**src/rtl/ram_read_streamer.sv**
```systemverilog
// ram_read_streamer: burst reader for the read port of a dual-port RAM.
// On an accepted start it walks length consecutive addresses (wrapping at
// the RAM depth), captures the registered RAM output one cycle later and
// presents the words as a valid/ready stream with m_last on the final word.
// A 2-entry FIFO absorbs backpressure; an address is only issued when the
// word it will return is guaranteed a free buffer slot.
// Optional feature: define RD_STREAM_CHECKSUM_EN to add a running XOR
// checksum output of the words accepted in the current burst.
module ram_read_streamer #(
    parameter int D_WIDTH = 16,
    parameter int A_WIDTH = 5
) (
    input  logic               clk,
    input  logic               rst_n,
    input  logic               start,
    input  logic [A_WIDTH-1:0] base_addr,
    input  logic [A_WIDTH:0]   length,
    output logic [A_WIDTH-1:0] address_read,
    input  logic [D_WIDTH-1:0] data_read,
    output logic               m_valid,
    input  logic               m_ready,
    output logic [D_WIDTH-1:0] m_data,
    output logic               m_last,
    output logic               busy,
    output logic               done
`ifdef RD_STREAM_CHECKSUM_EN
    ,
    output logic [D_WIDTH-1:0] checksum
`endif
);

    localparam logic [A_WIDTH:0] DEPTH = {1'b1, {A_WIDTH{1'b0}}};

    typedef enum logic [1:0] {
        IDLE  = 2'd0,
        RUN   = 2'd1,
        DRAIN = 2'd2
    } state_t;

    state_t state_reg, state_next;

    logic [A_WIDTH-1:0] addr_reg;
    logic [A_WIDTH:0]   remaining_reg;
    logic               inflight_reg;       // an address was sampled by the RAM at the last edge
    logic               inflight_last_reg;  // ...and it was the final address of the burst
    logic               done_reg;

    logic [D_WIDTH-1:0] buf_data [2];
    logic               buf_last [2];
    logic               wr_ptr_reg;
    logic               rd_ptr_reg;
    logic [1:0]         count_reg;

    logic               accept;
    logic               pop;
    logic               issue;
    logic               issue_last;
    logic               head_last;
    logic               done_set;
    logic [A_WIDTH:0]   len_sat;
    logic [2:0]         occupancy;

    // Handshake, saturation and issue-permission decode
    always_comb begin
        accept    = (state_reg == IDLE) && start;
        len_sat   = (length > DEPTH) ? DEPTH : length;
        pop       = m_valid && m_ready;
        head_last = buf_last[rd_ptr_reg];
        // Slots that will be occupied after this edge, ignoring a new issue.
        occupancy = {1'b0, count_reg} + {2'b00, inflight_reg} - {2'b00, pop};
        issue      = (state_reg == RUN) && (occupancy <= 3'd1);
        issue_last = issue && (remaining_reg == {{A_WIDTH{1'b0}}, 1'b1});
    end

    // FSM state register
    always_ff @(posedge clk or negedge rst_n) begin
        if (!rst_n) begin
            state_reg <= IDLE;
        end else begin
            state_reg <= state_next;
        end
    end

    // FSM next-state logic
    always_comb begin
        state_next = state_reg;
        case (state_reg)
            IDLE:    if (accept && (len_sat != '0)) state_next = RUN;
            RUN:     if (issue_last) state_next = DRAIN;
            DRAIN:   if (pop && head_last) state_next = IDLE;
            default: state_next = IDLE;
        endcase
    end

    // FSM outputs: busy level and the completion strobe request
    always_comb begin
        busy     = (state_reg != IDLE);
        done_set = (accept && (len_sat == '0)) ||
                   ((state_reg == DRAIN) && pop && head_last);
    end

    // Address generation, remaining count and in-flight tracking
    always_ff @(posedge clk or negedge rst_n) begin
        if (!rst_n) begin
            addr_reg          <= '0;
            remaining_reg     <= '0;
            inflight_reg      <= 1'b0;
            inflight_last_reg <= 1'b0;
            done_reg          <= 1'b0;
        end else begin
            done_reg          <= done_set;
            inflight_reg      <= issue;
            inflight_last_reg <= issue_last;
            if (accept) begin
                addr_reg      <= base_addr;
                remaining_reg <= len_sat;
            end else if (issue) begin
                addr_reg      <= addr_reg + A_WIDTH'(1);
                remaining_reg <= remaining_reg - (A_WIDTH + 1)'(1);
            end
        end
    end

    // Buffer entries: each slot captures the RAM word when the write pointer selects it
    generate
        for (genvar gi = 0; gi < 2; gi++) begin : g_slot
            always_ff @(posedge clk or negedge rst_n) begin
                if (!rst_n) begin
                    buf_data[gi] <= '0;
                    buf_last[gi] <= 1'b0;
                end else if (inflight_reg && (wr_ptr_reg == 1'(gi))) begin
                    buf_data[gi] <= data_read;
                    buf_last[gi] <= inflight_last_reg;
                end
            end
        end
    endgenerate

    // Buffer pointers and occupancy count
    always_ff @(posedge clk or negedge rst_n) begin
        if (!rst_n) begin
            wr_ptr_reg <= 1'b0;
            rd_ptr_reg <= 1'b0;
            count_reg  <= 2'd0;
        end else begin
            if (inflight_reg) wr_ptr_reg <= ~wr_ptr_reg;
            if (pop)          rd_ptr_reg <= ~rd_ptr_reg;
            count_reg <= count_reg + {1'b0, inflight_reg} - {1'b0, pop};
        end
    end

`ifdef RD_STREAM_CHECKSUM_EN
    logic [D_WIDTH-1:0] checksum_reg;

    // Running XOR of accepted words, restarted on every accepted start
    always_ff @(posedge clk or negedge rst_n) begin
        if (!rst_n) begin
            checksum_reg <= '0;
        end else if (accept) begin
            checksum_reg <= '0;
        end else if (pop) begin
            checksum_reg <= checksum_reg ^ m_data;
        end
    end

    assign checksum = checksum_reg;
`endif

    assign address_read = addr_reg;
    assign m_valid      = (count_reg != 2'd0);
    assign m_data       = buf_data[rd_ptr_reg];
    assign m_last       = m_valid && head_last;
    assign done         = done_reg;

endmodule

```
**config.mk**
```make
export PLATFORM = sky130hd
export DESIGN_NAME = ram_read_streamer
export DESIGN_NICKNAME = d
export VERILOG_FILES = /design/src/rtl/ram_read_streamer.sv
export SDC_FILE = /design/constraint.sdc
export NUM_CORES = 1
export LEC_CHECK = 0
export ABC_AREA = 1
export CAP_MARGIN = 10
export CORE_ASPECT_RATIO = 1.2
export CORE_UTILIZATION = 55
export DETAILED_ROUTE_END_ITERATION = 7
export GPL_TIMING_DRIVEN = 0
export PLACE_DENSITY = 0.87
export REMOVE_ABC_BUFFERS = 1
export SYNTH_ARGS = -nofsm -noshare
export SYNTH_HDL_FRONTEND = slang
export SYNTH_SLANG_ARGS = --single-unit
```
**constraint.sdc**
```tcl
create_clock -name clk -period 5.88 [get_ports clk]
set_input_delay 0.588 -clock clk [delete_from_list [all_inputs] [get_ports clk]]
set_output_delay 0.588 -clock clk [all_outputs]
set_load 0.02 [all_outputs]
```
==> results.sh <==
export IMPL_status="finished, final reports clean"
export IMPL_cp_max_fo=19
export IMPL_start_util_pct=58.7
export IMPL_htreeDepth=2
export IMPL_setup_worst_path_start="rd_ptr_reg$_DFFE_PN0P_"
export IMPL_timing_final_crit_share_pct=53.5
export IMPL_fin_setup_tns_ps=0
export IMPL_synth_edff_count=0
export IMPL_ant_nets=0
export IMPL_grt_start_max_net_pins=38
export IMPL_r2r_slack_ps=3270
export IMPL_worst_setup_path_type="reg -> out"
export IMPL_worst_pin_slew_ps=932
export IMPL_grt_antenna_before_repair=0
export IMPL_grt_usage_pct=23.4
export IMPL_final_setup_viol_count=0
export IMPL_insertion_delay_ps=300
export IMPL_reg2reg_depth=14
export IMPL_yosysTopAreaCell="dfrtp_1"
export IMPL_hold_viol_final=0
export IMPL_grt_pass1_vias=2182
export IMPL_rows=27
export IMPL_synth_ff_type="dfrtp_1"
export IMPL_hpwl_um=4020
export IMPL_yosysWarnings=0
export IMPL_drv_slew=0
export IMPL_p_leak_nw=1.76
export IMPL_drt_iter0_drc=134
export IMPL_grt_pass1_wl_um=9320
export IMPL_die_area_sq_um=5300
export IMPL_cts_sinks=54
export IMPL_skew_ps=4.85
export IMPL_worst_ep_required_time_ps=5290
export IMPL_viasPerCell=5.07
export IMPL_io_buffers=55
export IMPL_timing_rr_end="remaining_reg[3]$_DFFE_PN0P_"
export IMPL_finalPower_mw=1.92
export IMPL_syn_inst=344
export IMPL_relSlewSlack_pct=37.7
export IMPL_regArea_sq_um=1350
export IMPL_start_kind="register"
export IMPL_wl_per_cell_um=12.1
export IMPL_path_clk_slew_ps=90
export IMPL_synth_cell_types=28
export IMPL_dr_pass1_iters=4
export IMPL_diodes=0
export IMPL_cp_endpoint="m_data[2]"
export IMPL_final_nets=433
export IMPL_end_kind="output pin"
export IMPL_power_density_nw_per_um2=563
export IMPL_rsz0062_at_grt="no"
export IMPL_ctsHoldBuffers=0
export IMPL_hold_class="in -> async"
export IMPL_post_cts_buffers=0
export IMPL_cts_root_buffer_cell="clkbuf_8"
export IMPL_drt_wl_total_um=5470
export IMPL_final_util_pct=72.7
export IMPL_postSynthAreaPerCell_sq_um=8.01
export IMPL_synth_area_leaders="dfrtp_1 49%, nand2_1 20%, o21ai_2 6.4%"
export IMPL_ctsResizeCount=0
export IMPL_die_width_um=66.6
export IMPL_area_growth_pct=23.9
export IMPL_drcViolationCount=0
export IMPL_ys_seq_area_share_pct=49.0
export IMPL_multiInputGateArea_sq_um=1160
export IMPL_cts_buffers=5
export IMPL_gp_congestion=0.849
export IMPL_cap_violations=0
export IMPL_fmax_mhz=318
export IMPL_yosys_register_bits=54
export IMPL_fin_crit_ps=3150
export IMPL_syn_cell_area_sq_um=2760
export IMPL_ios=56
export IMPL_drive_above_1_share_pct=10.1
export IMPL_via_count=2303
export IMPL_rr_startpoint="count_reg[0]$_DFF_PN0_"
export IMPL_die_h_um=79.6
export IMPL_synth_top_area_share_pct=49.0
export IMPL_fillers=391
export IMPL_clockBufferDepth=2
export IMPL_largest_reg_flops=32
export IMPL_cts_tree="done"
export IMPL_cp_arrival_ps=2560
export IMPL_coreArea_sq_um=4700
export IMPL_ir_drop_v=0.000257
export IMPL_async_flop_share_pct=100
export IMPL_grt_overflow=0
how the worst min path moves through the flow:
stage	cells past startpoint	endpoint
floorplan	0	address_read[0]$_DFFE_PN0P_
global placement	2	buf_last[1]$_DFFE_PN0P_
detailed placement	2	buf_data[26]$_DFFE_PN0P_
CTS	1	buf_data[8]$_DFFE_PN0P_
global route	1	buf_data[8]$_DFFE_PN0P_
finish	1	buf_data[8]$_DFFE_PN0P_
cell type report:
cell class | instances | area share, %
Tap cell | 58 | 2.13
Timing Repair Buffer | 57 | 17.4
Inverter | 42 | 4.62
Sequential cell | 54 | 39.6
Clock buffer | 5 | 2.02
Multi-Input combinational cell | 236 | 33.9
Clock inverter | 2 | 0.440
per-layer routing:
metal / vias up / GRT usage, % / routed length [um]
met5: - / 0 / 0
met4: 0 / 6.81 / 61
met3: 6 / 4.29 / 191
met2: 52 / 42.7 / 2900
met1: 1080 / 27.2 / 2320
li1: 1165 / - / -
cells in the final DEF, fill, tap and decap left out:
| cell | synthesis | final |
|---|---|---|
| a21oi_2 | 1 | 1 |
| buf_12 | 0 | 1 |
| buf_16 | 0 | 1 |
| buf_2 | 1 | 1 |
| clkbuf_8 | 0 | 5 |
| clkdlybuf4s50_1 | 0 | 54 |
| clkinv_1 | 1 | 1 |
| clkinvlp_4 | 0 | 2 |
| dfrtp_1 | 54 | 54 |
| fa_1 | 1 | 1 |
| ha_1 | 5 | 5 |
| inv_1 | 40 | 40 |
| inv_2 | 1 | 1 |
| nand2_1 | 145 | 145 |
| nand2_2 | 1 | 1 |
| nand2_4 | 2 | 2 |
| nand3_1 | 16 | 16 |
| nand4_1 | 2 | 2 |
| nor2_1 | 9 | 9 |
| nor2_2 | 2 | 2 |
| nor2_4 | 1 | 1 |
| nor3_1 | 1 | 1 |
| o21ai_0 | 21 | 21 |
| o21ai_1 | 2 | 2 |
| o21ai_2 | 20 | 20 |
| o22ai_1 | 1 | 1 |
| or2_0 | 2 | 2 |
| or2_1 | 1 | 1 |
| or2_2 | 2 | 2 |
| xor2_1 | 1 | 1 |
critical path: stages, from the launching register on:
cell and delay (ps):
dfrtp_1 760, clkinv_1 650, nand2_1 210, nand2_1 90, clkdlybuf4s50_1 540
cell families (layout without fill, tap and decap cells):
logic type,count (synthesis),count (layout),synth area share (%)
simple gates,184,184,27.6
xor+xnor,1,1,0.318
flops,54,54,49.0
buf+inv,54,106,9.03
fa+ha+maj,6,6,3.00
compound gates,45,45,11.1
cell usage after synthesis (2+ instances only):
cell	n
nor2_2	2
inv_1	40
nand2_4	2
buf_4	2
buf_6	5
ha_1	5
or2_0	2
nor2_1	9
or2_2	2
nand3_1	16
o21ai_2	20
nand4_1	2
o21ai_1	2
dfrtp_1	54
o21ai_0	21
clkbuf_1	4
nand2_1	145
where the power goes:
part,total [mW],internal (mW),switching (mW)
Clock,0.200,0.0815,0.119
Sequential,0.668,0.544,0.124
Combinational,1.06,0.450,0.606
through the flow:
step	hold slack (ps)	std cells	cell area (sq um)	worst slack (ps)
after global placement	461	445	3290	2650
after global routing	229	454	3410	2590
after floorplan	292	332	2670	3500
after CTS	212	454	3410	2700
final	213	454	3410	2730
after detailed placement	468	447	3330	2890
(Power assumes the default switching activity.)
